File: src/rtl/pool_lin_sender_pkg.sv
// Shared constants, snapshot entry layout and serializer state encoding for
// the pooled-line sender.
package pool_lin_sender_pkg;

  localparam int POOL_CH       = 3;
  localparam int POOL_ELEM     = 3;
  localparam int POOL_BYTES    = 9;
  localparam int CNT_MAX       = 68;
  localparam int BYTE_W        = 8;
  localparam int ENTRY_W       = POOL_CH * POOL_ELEM * BYTE_W;
  localparam int TAG_W         = 2;
  localparam int IDX_W         = 4;
  localparam int SNAP_W        = ENTRY_W + TAG_W;

  localparam int CNT_W_DEF     = 7;
  localparam int CAP0_DEF      = 35;
  localparam int CAP1_DEF      = 51;
  localparam int CAP2_DEF      = 67;
  localparam int BUF_DEPTH_DEF = 2;

  typedef enum logic [0:0] {
    ST_IDLE = 1'b0,
    ST_SEND = 1'b1
  } ser_state_t;

  typedef struct packed {
    logic [TAG_W-1:0]   tag;
    logic [ENTRY_W-1:0] data;
  } snap_t;

  // Byte k of {D3,D2,D1}: D1 low byte first, D3 high byte last.
  function automatic logic [BYTE_W-1:0] entry_byte(input logic [ENTRY_W-1:0] e,
                                                   input logic [IDX_W-1:0]   idx);
    logic [BYTE_W-1:0] b;
    case (idx)
      4'd0:    b = e[7:0];
      4'd1:    b = e[15:8];
      4'd2:    b = e[23:16];
      4'd3:    b = e[31:24];
      4'd4:    b = e[39:32];
      4'd5:    b = e[47:40];
      4'd6:    b = e[55:48];
      4'd7:    b = e[63:56];
      4'd8:    b = e[71:64];
      default: b = 8'h00;
    endcase
    return b;
  endfunction

endpackage

File: src/rtl/pool_lin_sender_snap_fifo.sv
// Synchronous snapshot FIFO; exposes the head and the entry behind it so the
// serializer can chain rows without a bubble. DEPTH must be a power of two.
module pool_lin_sender_snap_fifo
  import pool_lin_sender_pkg::*;
#(
  parameter int WIDTH = SNAP_W,
  parameter int DEPTH = BUF_DEPTH_DEF
) (
  input  logic             clk,
  input  logic             rst_n,
  input  logic             push,
  input  logic             pop,
  input  logic [WIDTH-1:0] wdata,
  output logic [WIDTH-1:0] head,
  output logic [WIDTH-1:0] nxt,
  output logic             full,
  output logic             empty,
  output logic             has_next
);

  localparam int AW = $clog2(DEPTH);
  localparam int CW = $clog2(DEPTH + 1);
  localparam logic [AW-1:0] PTR_ONE  = AW'(1'b1);
  localparam logic [CW-1:0] CNT_ONE  = CW'(1'b1);
  localparam logic [CW-1:0] CNT_TWO  = CW'(2'd2);
  localparam logic [CW-1:0] CNT_FULL = CW'(DEPTH);

  logic [WIDTH-1:0] mem [DEPTH];
  logic [AW-1:0]    wr_ptr_r;
  logic [AW-1:0]    rd_ptr_r;
  logic [AW-1:0]    nxt_ptr_s;
  logic [CW-1:0]    count_r;
  logic             do_push_s;
  logic             do_pop_s;

  // A pop frees a slot in the same cycle, so a full FIFO still accepts a push.
  assign do_pop_s  = pop && (count_r != '0);
  assign do_push_s = push && ((count_r != CNT_FULL) || do_pop_s);
  assign nxt_ptr_s = rd_ptr_r + PTR_ONE;

  assign head     = mem[rd_ptr_r];
  assign nxt      = mem[nxt_ptr_s];
  assign full     = (count_r == CNT_FULL);
  assign empty    = (count_r == '0);
  assign has_next = (count_r >= CNT_TWO);

  // Storage array; no reset needed, occupancy is tracked by the count.
  always_ff @(posedge clk) begin
    if (do_push_s) begin
      mem[wr_ptr_r] <= wdata;
    end
  end

  // Pointer and occupancy bookkeeping.
  always_ff @(posedge clk or negedge rst_n) begin
    if (!rst_n) begin
      wr_ptr_r <= '0;
      rd_ptr_r <= '0;
      count_r  <= '0;
    end else begin
      if (do_push_s) begin
        wr_ptr_r <= wr_ptr_r + PTR_ONE;
      end
      if (do_pop_s) begin
        rd_ptr_r <= nxt_ptr_s;
      end
      case ({do_push_s, do_pop_s})
        2'b10:   count_r <= count_r + CNT_ONE;
        2'b01:   count_r <= count_r - CNT_ONE;
        default: count_r <= count_r;
      endcase
    end
  end

endmodule

File: src/rtl/pool_lin_sender.sv
// Snapshots the three pooled line vectors at fixed controller counts and
// streams them byte-by-byte to the FC layer, tagging the end of each frame.
module pool_lin_sender
  import pool_lin_sender_pkg::*;
#(
  parameter int CNT_W     = CNT_W_DEF,
  parameter int CAP0      = CAP0_DEF,
  parameter int CAP1      = CAP1_DEF,
  parameter int CAP2      = CAP2_DEF,
  parameter int BUF_DEPTH = BUF_DEPTH_DEF
) (
  input  logic             clk,
  input  logic             rst_n,
  input  logic             in_vld,
  input  logic [CNT_W-1:0] cnt,
  input  logic [23:0]      pool_lin_D1,
  input  logic [23:0]      pool_lin_D2,
  input  logic [23:0]      pool_lin_D3,
  output logic             out_vld,
  input  logic             out_rdy,
  output logic [7:0]       out_data,
  output logic [1:0]       out_row,
  output logic             out_last,
  output logic             busy,
  output logic             ovf
);

  localparam logic [CNT_W-1:0] CAP0_C   = CNT_W'(CAP0);
  localparam logic [CNT_W-1:0] CAP1_C   = CNT_W'(CAP1);
  localparam logic [CNT_W-1:0] CAP2_C   = CNT_W'(CAP2);
  localparam logic [CNT_W-1:0] CNT_MAXC = CNT_W'(CNT_MAX);
  localparam logic [IDX_W-1:0] IDX_ZERO = 4'd0;
  localparam logic [IDX_W-1:0] IDX_ONE  = 4'd1;
  localparam logic [IDX_W-1:0] IDX_LAST = IDX_W'(POOL_BYTES - 1);
  localparam logic [1:0]       ROW_LAST = 2'd2;

  ser_state_t       state_r, state_nxt_s;
  logic [IDX_W-1:0] idx_r, idx_nxt_s, idx_inc_s;
  logic [7:0]       out_data_r, data_nxt_s;
  logic [1:0]       out_row_r, row_nxt_s;
  logic             out_last_r, last_nxt_s;
  logic             ovf_r;

  logic             cnt_ok_s, hit0_s, hit1_s, hit2_s, cap_s;
  logic [1:0]       cap_tag_s;
  snap_t            wr_entry_s, head_s, nxt_s, load_entry_s;
  logic             full_s, empty_s, has_next_s;
  logic             pop_s, avail_s, ovf_set_s, frame_start_s;
  logic [7:0]       first_byte_s, step_byte_s;

  assign cnt_ok_s      = (cnt <= CNT_MAXC);
  assign hit0_s        = in_vld && cnt_ok_s && (cnt == CAP0_C);
  assign hit1_s        = in_vld && cnt_ok_s && (cnt == CAP1_C);
  assign hit2_s        = in_vld && cnt_ok_s && (cnt == CAP2_C);
  assign cap_s         = hit0_s || hit1_s || hit2_s;
  assign frame_start_s = in_vld && (cnt == '0);

  // Row tag comes from which capture point matched.
  always_comb begin
    cap_tag_s = 2'd0;
    if (hit2_s) begin
      cap_tag_s = 2'd2;
    end else if (hit1_s) begin
      cap_tag_s = 2'd1;
    end else begin
      cap_tag_s = 2'd0;
    end
  end

  assign wr_entry_s.tag  = cap_tag_s;
  assign wr_entry_s.data = {pool_lin_D3, pool_lin_D2, pool_lin_D1};

  pool_lin_sender_snap_fifo #(
    .WIDTH (SNAP_W),
    .DEPTH (BUF_DEPTH)
  ) u_snap_fifo (
    .clk      (clk),
    .rst_n    (rst_n),
    .push     (cap_s),
    .pop      (pop_s),
    .wdata    (wr_entry_s),
    .head     (head_s),
    .nxt      (nxt_s),
    .full     (full_s),
    .empty    (empty_s),
    .has_next (has_next_s)
  );

  // Source of the next row: a capture arriving when nothing else is queued is
  // forwarded directly so its first byte appears the cycle after capture.
  always_comb begin
    load_entry_s = head_s;
    avail_s      = 1'b0;
    if (state_r == ST_SEND) begin
      load_entry_s = has_next_s ? nxt_s : wr_entry_s;
      avail_s      = has_next_s || cap_s;
    end else begin
      load_entry_s = empty_s ? wr_entry_s : head_s;
      avail_s      = (!empty_s) || cap_s;
    end
  end

  assign idx_inc_s    = idx_r + IDX_ONE;
  assign first_byte_s = entry_byte(load_entry_s.data, IDX_ZERO);
  assign step_byte_s  = entry_byte(head_s.data, idx_inc_s);

  // Serializer next-state and next output values.
  always_comb begin
    state_nxt_s = state_r;
    idx_nxt_s   = idx_r;
    data_nxt_s  = out_data_r;
    row_nxt_s   = out_row_r;
    last_nxt_s  = out_last_r;
    pop_s       = 1'b0;
    case (state_r)
      ST_IDLE: begin
        if (avail_s) begin
          state_nxt_s = ST_SEND;
          idx_nxt_s   = IDX_ZERO;
          data_nxt_s  = first_byte_s;
          row_nxt_s   = load_entry_s.tag;
          last_nxt_s  = 1'b0;
        end else begin
          state_nxt_s = ST_IDLE;
        end
      end
      ST_SEND: begin
        if (out_rdy && (idx_r == IDX_LAST)) begin
          pop_s = 1'b1;
          if (avail_s) begin
            idx_nxt_s  = IDX_ZERO;
            data_nxt_s = first_byte_s;
            row_nxt_s  = load_entry_s.tag;
            last_nxt_s = 1'b0;
          end else begin
            state_nxt_s = ST_IDLE;
            idx_nxt_s   = IDX_ZERO;
            data_nxt_s  = 8'h00;
            row_nxt_s   = 2'd0;
            last_nxt_s  = 1'b0;
          end
        end else if (out_rdy) begin
          idx_nxt_s  = idx_inc_s;
          data_nxt_s = step_byte_s;
          last_nxt_s = (idx_inc_s == IDX_LAST) && (out_row_r == ROW_LAST);
        end else begin
          idx_nxt_s = idx_r;
        end
      end
      default: begin
        state_nxt_s = ST_IDLE;
        idx_nxt_s   = IDX_ZERO;
        data_nxt_s  = 8'h00;
        row_nxt_s   = 2'd0;
        last_nxt_s  = 1'b0;
      end
    endcase
  end

  // Serializer state and registered stream outputs.
  always_ff @(posedge clk or negedge rst_n) begin
    if (!rst_n) begin
      state_r    <= ST_IDLE;
      idx_r      <= IDX_ZERO;
      out_data_r <= 8'h00;
      out_row_r  <= 2'd0;
      out_last_r <= 1'b0;
    end else begin
      state_r    <= state_nxt_s;
      idx_r      <= idx_nxt_s;
      out_data_r <= data_nxt_s;
      out_row_r  <= row_nxt_s;
      out_last_r <= last_nxt_s;
    end
  end

  // A capture is lost only when the FIFO is full and no pop frees a slot.
  assign ovf_set_s = cap_s && full_s && !pop_s;

  // Sticky overflow, cleared at frame start; a concurrent set takes priority.
  always_ff @(posedge clk or negedge rst_n) begin
    if (!rst_n) begin
      ovf_r <= 1'b0;
    end else if (ovf_set_s) begin
      ovf_r <= 1'b1;
    end else if (frame_start_s) begin
      ovf_r <= 1'b0;
    end else begin
      ovf_r <= ovf_r;
    end
  end

  assign out_vld  = (state_r == ST_SEND);
  assign out_data = out_data_r;
  assign out_row  = out_row_r;
  assign out_last = out_last_r;
  assign busy     = (!empty_s) || (state_r == ST_SEND);
  assign ovf      = ovf_r;

endmodule
File: config.mk
export PLATFORM = sky130hd
export DESIGN_NAME = pool_lin_sender
export DESIGN_NICKNAME = d
export VERILOG_FILES = /design/src/rtl/pool_lin_sender_pkg.sv /design/src/rtl/pool_lin_sender_snap_fifo.sv /design/src/rtl/pool_lin_sender.sv
export SDC_FILE = /design/constraint.sdc
export NUM_CORES = 1
export LEC_CHECK = 0
export ABC_AREA = 1
export CORE_UTILIZATION = 56
export CTS_CLUSTER_DIAMETER = 30
export DETAILED_ROUTE_END_ITERATION = 10
export GPL_TIMING_DRIVEN = 0
export PLACE_DENSITY = 0.81
export SYNTH_ARGS = -nofsm -noshare
export SYNTH_HDL_FRONTEND = slang
export SYNTH_SLANG_ARGS = --single-unit
export TNS_END_PERCENT = 50
File: constraint.sdc
create_clock -name clk -period 6.9 [get_ports clk]
set_clock_uncertainty 0.05 [all_clocks]
set_input_delay 0.69 -clock clk [delete_from_list [all_inputs] [get_ports clk]]
set_output_delay 0.69 -clock clk [all_outputs]
set_load 0.005 [all_outputs]
==> results.tsv <==
stage	metric	value	unit
min_path	min_path_type	flip-flop to flip-flop	
yosys	syn_area_per_cell	9.80	sq um
placement	gp_congestion	0.908	
placement	dp_hpwl	12500	um
floorplanning	initial_core_util	57.6	%
route	via_count	5861	
timing	slew_headroom	38.1	%
timing	setup_violations	0	
cts	cts-root-buf	clkbuf_16	
critical_path	cp_max_fo	33	
placement	dpl.cell_count	1057	
placement	place_area	0.00894	sq mm
power	vdd_drop_max	216	uV
route	wirelength	17600	um
yosys	synth_top_area_share	58.1	%
global_routing	grt_first_pass_wirelength	27900	um
global_routing	grt_antenna_before_repair	0	
critical_path	ff2ff_path_depth	9	
yosys	synth.area.top_cells	edfxtp_1 (58%), nand2_1 (17%), dfrtp_1 (6.9%)	
timing	period_needed	3.06	ns
timing	finalMaxSlewViolations	0	
power	power_frac_clock	27.4	%
floorplanning	io_pins	97	
cells_and_area	multiInputGateArea	0.00245	sq mm
cts	hold_buffers	0	
yosys	syn_area	0.00765	sq mm
floorplanning	rows	42	
cells_and_area	finalInstanceArea	0.00950	sq mm
cts	clock_sinks	169	
route	viasPerCell	5.38	
yosys	synth_nets	870	
route	drc	0	
cts	path_clk_slew	0.07	ns
yosys	yosysSeqAreaShare	64.9	%
power	power	3.31	mW
yosys	ys_ff_latch	169	
global_routing	grt_use_met3	6.08	%
cells_and_area	regArea	0.00497	sq mm
cells_and_area	final_nets	989	
cells_and_area	fill_cells	926	
cts	cts_buffers	17	
timing	timing.hold.ws	0.445	ns
timing	fmaxAchievable	0.327	GHz
critical_path	crit_required	6.97	ns
global_routing	top_usage_layer	met2	
route	drtAntennaViolNets	0	
yosys	synth_warnings	0	
global_routing	grt_pass1_vias	5617	
critical_path	path_class	primary input to flip-flop	
cells_and_area	n_antenna_cell	0	
global_routing	grt_max_degree	34	
critical_path	critical_path_arrival	3.13	ns
placement	io_buffers	96	
floorplanning	dieArea	0.0141	sq mm
cts	clock_path_buffers	2	
floorplanning	dieWidth	119	um
yosys	synth_cell_type_count	32	
yosys	netlist_instances	781	
cts	postCtsSetupBuffers	0	
timing	min_period_over_period	44.3	%
power	p_int	2.10	mW
route	first_pass_iters	6	
cells_and_area	final_common_cell	nand2_1	
critical_path	cp-end-kind	flip-flop	
cts	cts_tree	done	
cells_and_area	layout-drive-gt1-share	7.56	%
floorplanning	core_area	0.0133	sq mm
power	powerDensity	348	mW/mm^2
power	p_sw	1.21	mW
cells_and_area	finalNonFillerCells	1089	
global_routing	grtUsageTotal	26.5	%
timing	tightest_slew	0.926	ns
cts	h-tree-depth	4	
cells_and_area	area_growth	24.1	%
cells_and_area	final_cell_mix	nand2_1 (347), edfxtp_1 (148), clkdlybuf4s50_1 (96), nand3_1 (66), nor2_1 (57)	
global_routing	grt_util_met1	33.5	%
critical_path	cp-start-kind	primary input	
cts	clkLatencyLatePin	0.43	ns
timing	finalHoldViolCount	0	
flow_run	drv_cap	0	
route	post_drt_wl_per_cell	16.2	um
floorplanning	die-height	119	um
power	leakagePower	3.96	nW
yosys	yosys.area.top_type	edfxtp_1	
power	p_sw_share	36.6	%
status	status	complete, no violations	
power	p_seq_share	36.6	%
global_routing	grt.overflow.total	0	
route	drt_iter0_drc	628	
power	pwr-share-comb	36.1	%
cts	cts_repair_resize_count	0	
min_path	hold_depth	2	
timing	rsz0062_at_grt	false	
global_routing	met2_usage	43.3	%
Yosys cell counts, drive strengths merged:
master and number:
clkinv 1, nor2 67, edfxtp 148, clkbuf 12, a21oi 18, nand4 6
nand2 351, xnor2 2, or2 1, inv 25, nand3 67, dfrtp 21
nor3b 1, buf 19, ha 6, xor2 3, a2bb2oi 1, o22ai 2
a22oi 8, o21ai 21, nor3 1
path summary, 6_finish.rpt:
check	slack, ns	end	from
worst max-delay path	3.84	u_snap_fifo.mem[1][40]$_DFFE_PP_	cnt[3]
max in group asynchronous	5.50	idx_r[2]$_DFFE_PN0P_	rst_n
worst min register to register	0.45	out_last$_DFFE_PN0P_	out_last$_DFFE_PN0P_
worst min-delay path	0.45	out_last$_DFFE_PN0P_	out_last$_DFFE_PN0P_
worst max register to register	4.18	u_snap_fifo.mem[1][40]$_DFFE_PP_	idx_r[1]$_DFFE_PN0P_
min in group asynchronous	0.73	out_data[2]$_DFFE_PN0P_	rst_n
power groups by stage:
stage	clock network, mW	registers, mW	logic [mW]
after floorplan	0	1.23	0.762
after global placement	0	1.23	1.14
after detailed placement	0	1.23	1.16
after CTS	0.909	1.21	1.17
after global routing	0.954	1.22	1.31
final	0.906	1.21	1.19
area by class of cell:
| type | count | area share (%) |
|---|---|---|
| plain buffers | 31 | 1.61 |
| clock buffers | 19 | 4.56 |
| clock inverters | 13 | 1.37 |
| inverters | 26 | 1.03 |
| multi-input cells | 555 | 25.8 |
| flip-flops and latches | 169 | 52.3 |
| well taps | 176 | 2.32 |
| repair buffers | 100 | 11.0 |
critical path: stages:
cell             delay (ns)
clkdlybuf4s50_1        0.42
nor2_1                 0.20
nand3_1                0.12
nor2_1                 0.11
nand3_1                0.25
nand2_1                0.20
nand2_1                0.17
nor2_4                 0.63
buf_12                 0.29
logic make-up after synthesis:
| family | Yosys count | share of synthesized area, % |
|---|---|---|
| simple gates | 494 | 26.4 |
| flops | 169 | 64.9 |
| buf+inv | 57 | 3.27 |
| compound gates | 50 | 3.76 |
| fa+ha+maj | 6 | 0.981 |
| xor+xnor | 5 | 0.670 |
sequential cells by signal, summed over array words and instances (netlist names):
| name | flops |
|---|---|
| ovf | 1 |
| u_snap_fifo.wr_ptr_r | 1 |
| out_data | 8 |
| out_vld | 1 |
| out_last | 1 |
| u_snap_fifo.mem | 148 |
| u_snap_fifo.count_r | 2 |
| out_row | 2 |
| u_snap_fifo.rd_ptr_r | 1 |
| idx_r | 4 |
per-layer routing:
metal,share of wire (%),up-vias
met5,0,-
li1,-,2852
met2,49,258
met3,7.4,44
met1,40,2707
met4,3.1,0
stage by stage:
stage	utilization (%)	TNS (ns)	worst slack, ns
after global routing	71.5	0	3.63
after detailed placement	67.2	0	3.41
final	71.5	0	3.84
after CTS	71.5	0	3.84
after floorplan	-	0	1.78
after global placement	66.5	-68.91	-0.480
Note: power is estimated with default switching activity, not from simulation.
==> edit 1: new RTL, same settings <==
Take the reset off `out_data_r` and load it in a clocked block of its own.
--- a/src/rtl/pool_lin_sender.sv
+++ b/src/rtl/pool_lin_sender.sv
@@ -164,3 +164,2 @@
       idx_r      <= IDX_ZERO;
-      out_data_r <= 8'h00;
       out_row_r  <= 2'd0;
@@ -170,3 +169,2 @@
       idx_r      <= idx_nxt_s;
-      out_data_r <= data_nxt_s;
       out_row_r  <= row_nxt_s;
@@ -174,2 +172,6 @@
     end
+  end
+
+  always_ff @(posedge clk) begin
+    out_data_r <= data_nxt_s;
   end
Function: changed (Yosys sat finds a counterexample within 4 cycles, from zero or initial values and one cycle with rst_n low).
==> edit 1 against the original RTL <==
- sequential cell count unchanged
- total power is 1.5% higher
- worst setup slack improved by 0.025 ns
- first-iteration DRC count down 15%
- wire length rose by 6.5%
- synthesized area grew 0.16%
- count of clock-buffer cells in the layout down 2
- design area barely moved
- sequential share of layout area increased by 0.41 points
- largest cell class unchanged
- highest routed layer unchanged
==> edit 1: results (changes against the original RTL) <==
Run status
  • Outcome: finished, final reports clean

Route
  • Met2 routed WL: 9110 um (+5.3%)
  • Mean routed wirelength per cell: 17.8 um (+10%)
  • Post-route met1 wirelength: 7340 um (+3.1%)
  • DRT iter0 DRCs: 532 (-15%)
  • Via Count: 5969 (+1.8%)

STA
  • Worst-Margin Slew: 0.849 ns (-0.0770 ns)
  • Hold_ws: 0.478 ns (+0.0334 ns)

Yosys
  • Synth Area in XOR/XNOR: 0.767% (+0.097 points)
  • Sequential share of the synthesized area: 65.4% (+0.42 points)
  • Area contributors post-synth: edfxtp_1, nand2_1, dfrtp_1
  • Syn nets: 836 (-3.9%)
  • Post-synth top cells: nand2_1, edfxtp_1, nand3_1, nor2_1, inv_1
  • Async set-reset flop share out of synthesis: 7.69% (-4.7 points)
  • Synth Area in Adders: 0.979% (-0.0016 points)
  • Number of synthesized flops with an enable pin: 156 (+5.4%)
  • Post-synthesis compound-gate area fraction: 4.18% (+0.42 points)

Layout
  • Buffering overhead: 13.2% (+0.58 points)
  • Most flops, register: u_snap_fifo.mem
  • Clock-cell share: 5.75% (-0.17 points)
  • Multi-input logic area: 0.00236 mm^2 (-3.5%)
  • Area grow syn2layout: 23.9%
  • Fillers: 941 (+1.6%)
  • Inverters: 28 (+7.7%)
  • Non-clock buffer count: 137 (+4.6%)
  • Layout cells sized above 1: 8.55% (+0.99 points)
  • Final nets: 955 (-3.4%)
  • Storage cell area: 0.00501 mm^2 (+0.81%)
  • Number of multi-input logic gates: 513 (-7.6%)

Placement
  • DP Area: 0.00895 mm^2 (+0.20%)
  • DP HPWL: 12800 um (+2.7%)
  • Input/output buffers: 96 (unchanged)
  • RePlAce Congestion: 0.897 (-1.2%)

Worst setup path
  • Worst setup endpoint: u_snap_fifo.mem[0][55]
  • FF-to-FF Start: idx_r[0]
  • Worst setup path start: cnt[5]
  • CP peak stage delay: 0.69 ns (+0.06 ns)
  • CP max FO: 28 (-15%)
  • Internal reg-to-reg setup slack: 3.95 ns (-0.23 ns)
  • Critical path data arrival time: 3.11 ns (-0.02 ns)

Clock tree
  • Clock insertion delay at the later pin of the skew report: 0.43 ns (about the same)

Pwr
  • Max IR drop VDD: 204 uV (-5.7%)
  • P_sw: 1.26 mW (+3.8%)

Global routing
  • Met2 Use GR: 45.4% (+2.1 points)
  • Largest net degree at the start of global routing: 33 (-2.9%)
  • Initial antenna violation count: 0 (unchanged)
  • Total track usage: 28.3% (+1.8 points)
  • GR Util met3: 6.27% (+0.19 points)
  • First-pass GRT wire length: 30100 um (+7.7%)

Worst hold path
  • Hold path start: out_last

Floorplan
  • Total die area: 0.0142 mm^2 (+0.16%)
==> edit 1: cell count changes in the layout (fill, tap and decap cells not counted), sizes merged, moves of 6 or more <==
cell | before | now
o211ai | 0 | 11
inv | 25 | 32
dfrtp | 21 | 13
clkinv | 11 | 4
a22oi | 8 | 0
edfxtp | 148 | 156
nand2 | 351 | 298
nor2 | 67 | 55
nand4 | 6 | 26
a21oi | 18 | 12
buf | 23 | 29
==> edit 1: stage by stage <==
step	util [%]	instances	worst slack, ns
2_1_floorplan	-	747	1.79
6_report	71.5	1053	3.87
5_1_grt	71.5	1053	3.61
4_1_cts	71.5	1053	3.86
3_5_place_dp	67.4	1023	3.42
3_3_place_gp	66.5	1019	-0.432
==> edit 1: power groups by stage <==
stage	clock [mW]	combinational, mW	sequential (mW)
floorplan	0	0.766	1.25
global placement	0	1.16	1.25
detailed placement	0	1.18	1.26
CTS	0.894	1.20	1.24
global route	0.936	1.34	1.24
finish	0.892	1.23	1.24
==> edit 2: new RTL, config.mk and constraints unchanged <==
Made on the original files. `CNT_W_DEF`: 7 -> 9.
--- a/src/rtl/pool_lin_sender_pkg.sv
+++ b/src/rtl/pool_lin_sender_pkg.sv
@@ -14,3 +14,3 @@
 
-  localparam int CNT_W_DEF     = 7;
+  localparam int CNT_W_DEF     = 9;
   localparam int CAP0_DEF      = 35;
Ports: changed (resized cnt); port bits go from 97 to 99. The function was not compared with the original's and may differ.
==> edit 2 against the original RTL <==
- synthesized area rose by 2.3%
- critical path depth shrank 2
- design area increased by 2.4%
- worst setup slack better by 0.073 ns
- total power up 4.1%
- sequential cell count unchanged
- sequential share of layout area shrank 1.2 points
- wire length increased by 2.7%
==> edit 2: results (changes against the original RTL) <==
Run status
  • Outcome: finished, final reports clean

Global routing
  • Met2 Use GR: 44.2% (+0.91 points)
  • Largest net degree at the start of global routing: 36 (+5.9%)
  • GR Layer Usage met1: 34.6% (+1.1 points)
  • Total track usage: 27.1% (+0.53 points)

Worst setup path
  • FF-to-FF Start: idx_r[0]
  • FF-to-FF path depth: 11 (+2)
  • Critical path data arrival time: 2.24 ns (-0.89 ns)
  • CP max FO: 10 (-70%)
  • Worst r2r dst: u_snap_fifo.mem[0][27]

Layout
  • Fillers: 972 (+5.0%)
  • Layout cells sized above 1: 8.43% (+0.87 points)
  • Final Non-Filler Cells: 1125 (+3.3%)
  • Final nets: 1027 (+3.8%)

Route
  • Via Count: 6114 (+4.3%)
  • Met2 routed WL: 8880 um (+2.6%)
  • Post-route met1 wirelength: 7230 um (+1.6%)
  • DRT Wirelength: 18100 um (+2.7%)

Yosys
  • Sequential share of the synthesized area: 63.5% (-1.4 points)
  • Mapped Cells: 815 (+4.4%)
  • Area contributors post-synth: edfxtp_1, nand2_1, dfrtp_1
  • Syn nets: 906 (+4.1%)
  • Netlist cell types: 33 (+3.1%)

Placement
  • DP Area: 0.00912 mm^2 (+2.1%)
  • Pre-CTS WS: 3.66 ns (+0.245 ns)
  • DP HPWL: 12800 um (+2.5%)
  • Input/output buffers: 98 (+2.1%)

Pwr
  • Leak Pwr: 4.05 nW (+2.3%)

STA
  • Hold_ws: 0.462 ns (+0.0172 ns)
  • Relative slew slack: 34.2% (-3.9 points)
-- edit 2: logic make-up after synthesis --
group	count (synthesis)	share of synthesized area [%]
AND/OR/NAND/NOR	486	25.8
flip-flops	169	63.5
buffers and inverters	81	4.33
AO/OA/AOI/OAI	69	5.02
adder cells (fa/ha/maj)	6	0.959
XOR/XNOR	4	0.448
-- edit 2: critical path: stages (launching register included) --
cell and delay (ns):
dfrtp_1 0.37, buf_2 0.19, nor2_4 0.20, inv_1 0.13
buf_2 0.21, nor2_1 0.22, inv_1 0.06, clkdlybuf4s50_1 0.44
-- edit 2: cell type report --
type | instances | area (um^2) | share of cell area, %
Clock buffer | 18 | 429 | 4.41
Timing Repair Buffer | 102 | 1060 | 10.9
Inverter | 51 | 191 | 1.97
Buffer | 30 | 148 | 1.52
Tap cell | 176 | 220 | 2.26
Multi-Input combinational cell | 565 | 2530 | 26.1
Clock inverter | 14 | 171 | 1.76
Sequential cell | 169 | 4970 | 51.1
-- edit 2: power by group --
part | internal (mW) | total, mW | leakage [nW] | switching [mW]
Sequential | 1.16 | 1.21 | 1.59 | 0.0474
Clock | 0.570 | 0.961 | 0.287 | 0.391
Combinational | 0.428 | 1.28 | 2.17 | 0.847
-- edit 2: how the worst max path moves through the flow --
stage	start	endpoint	slack (ns)	cells after the start
finish	u_snap_fifo.count_r[1]	busy	3.92	7
global route	u_snap_fifo.count_r[1]	busy	3.78	7
CTS	u_snap_fifo.count_r[1]	busy	3.91	7
detailed placement	out_rdy	u_snap_fifo.mem[1][32]	3.66	10
global placement	out_rdy	u_snap_fifo.mem[1][32]	-0.38	9
floorplan	idx_r[0]	u_snap_fifo.mem[0][0]	1.82	10
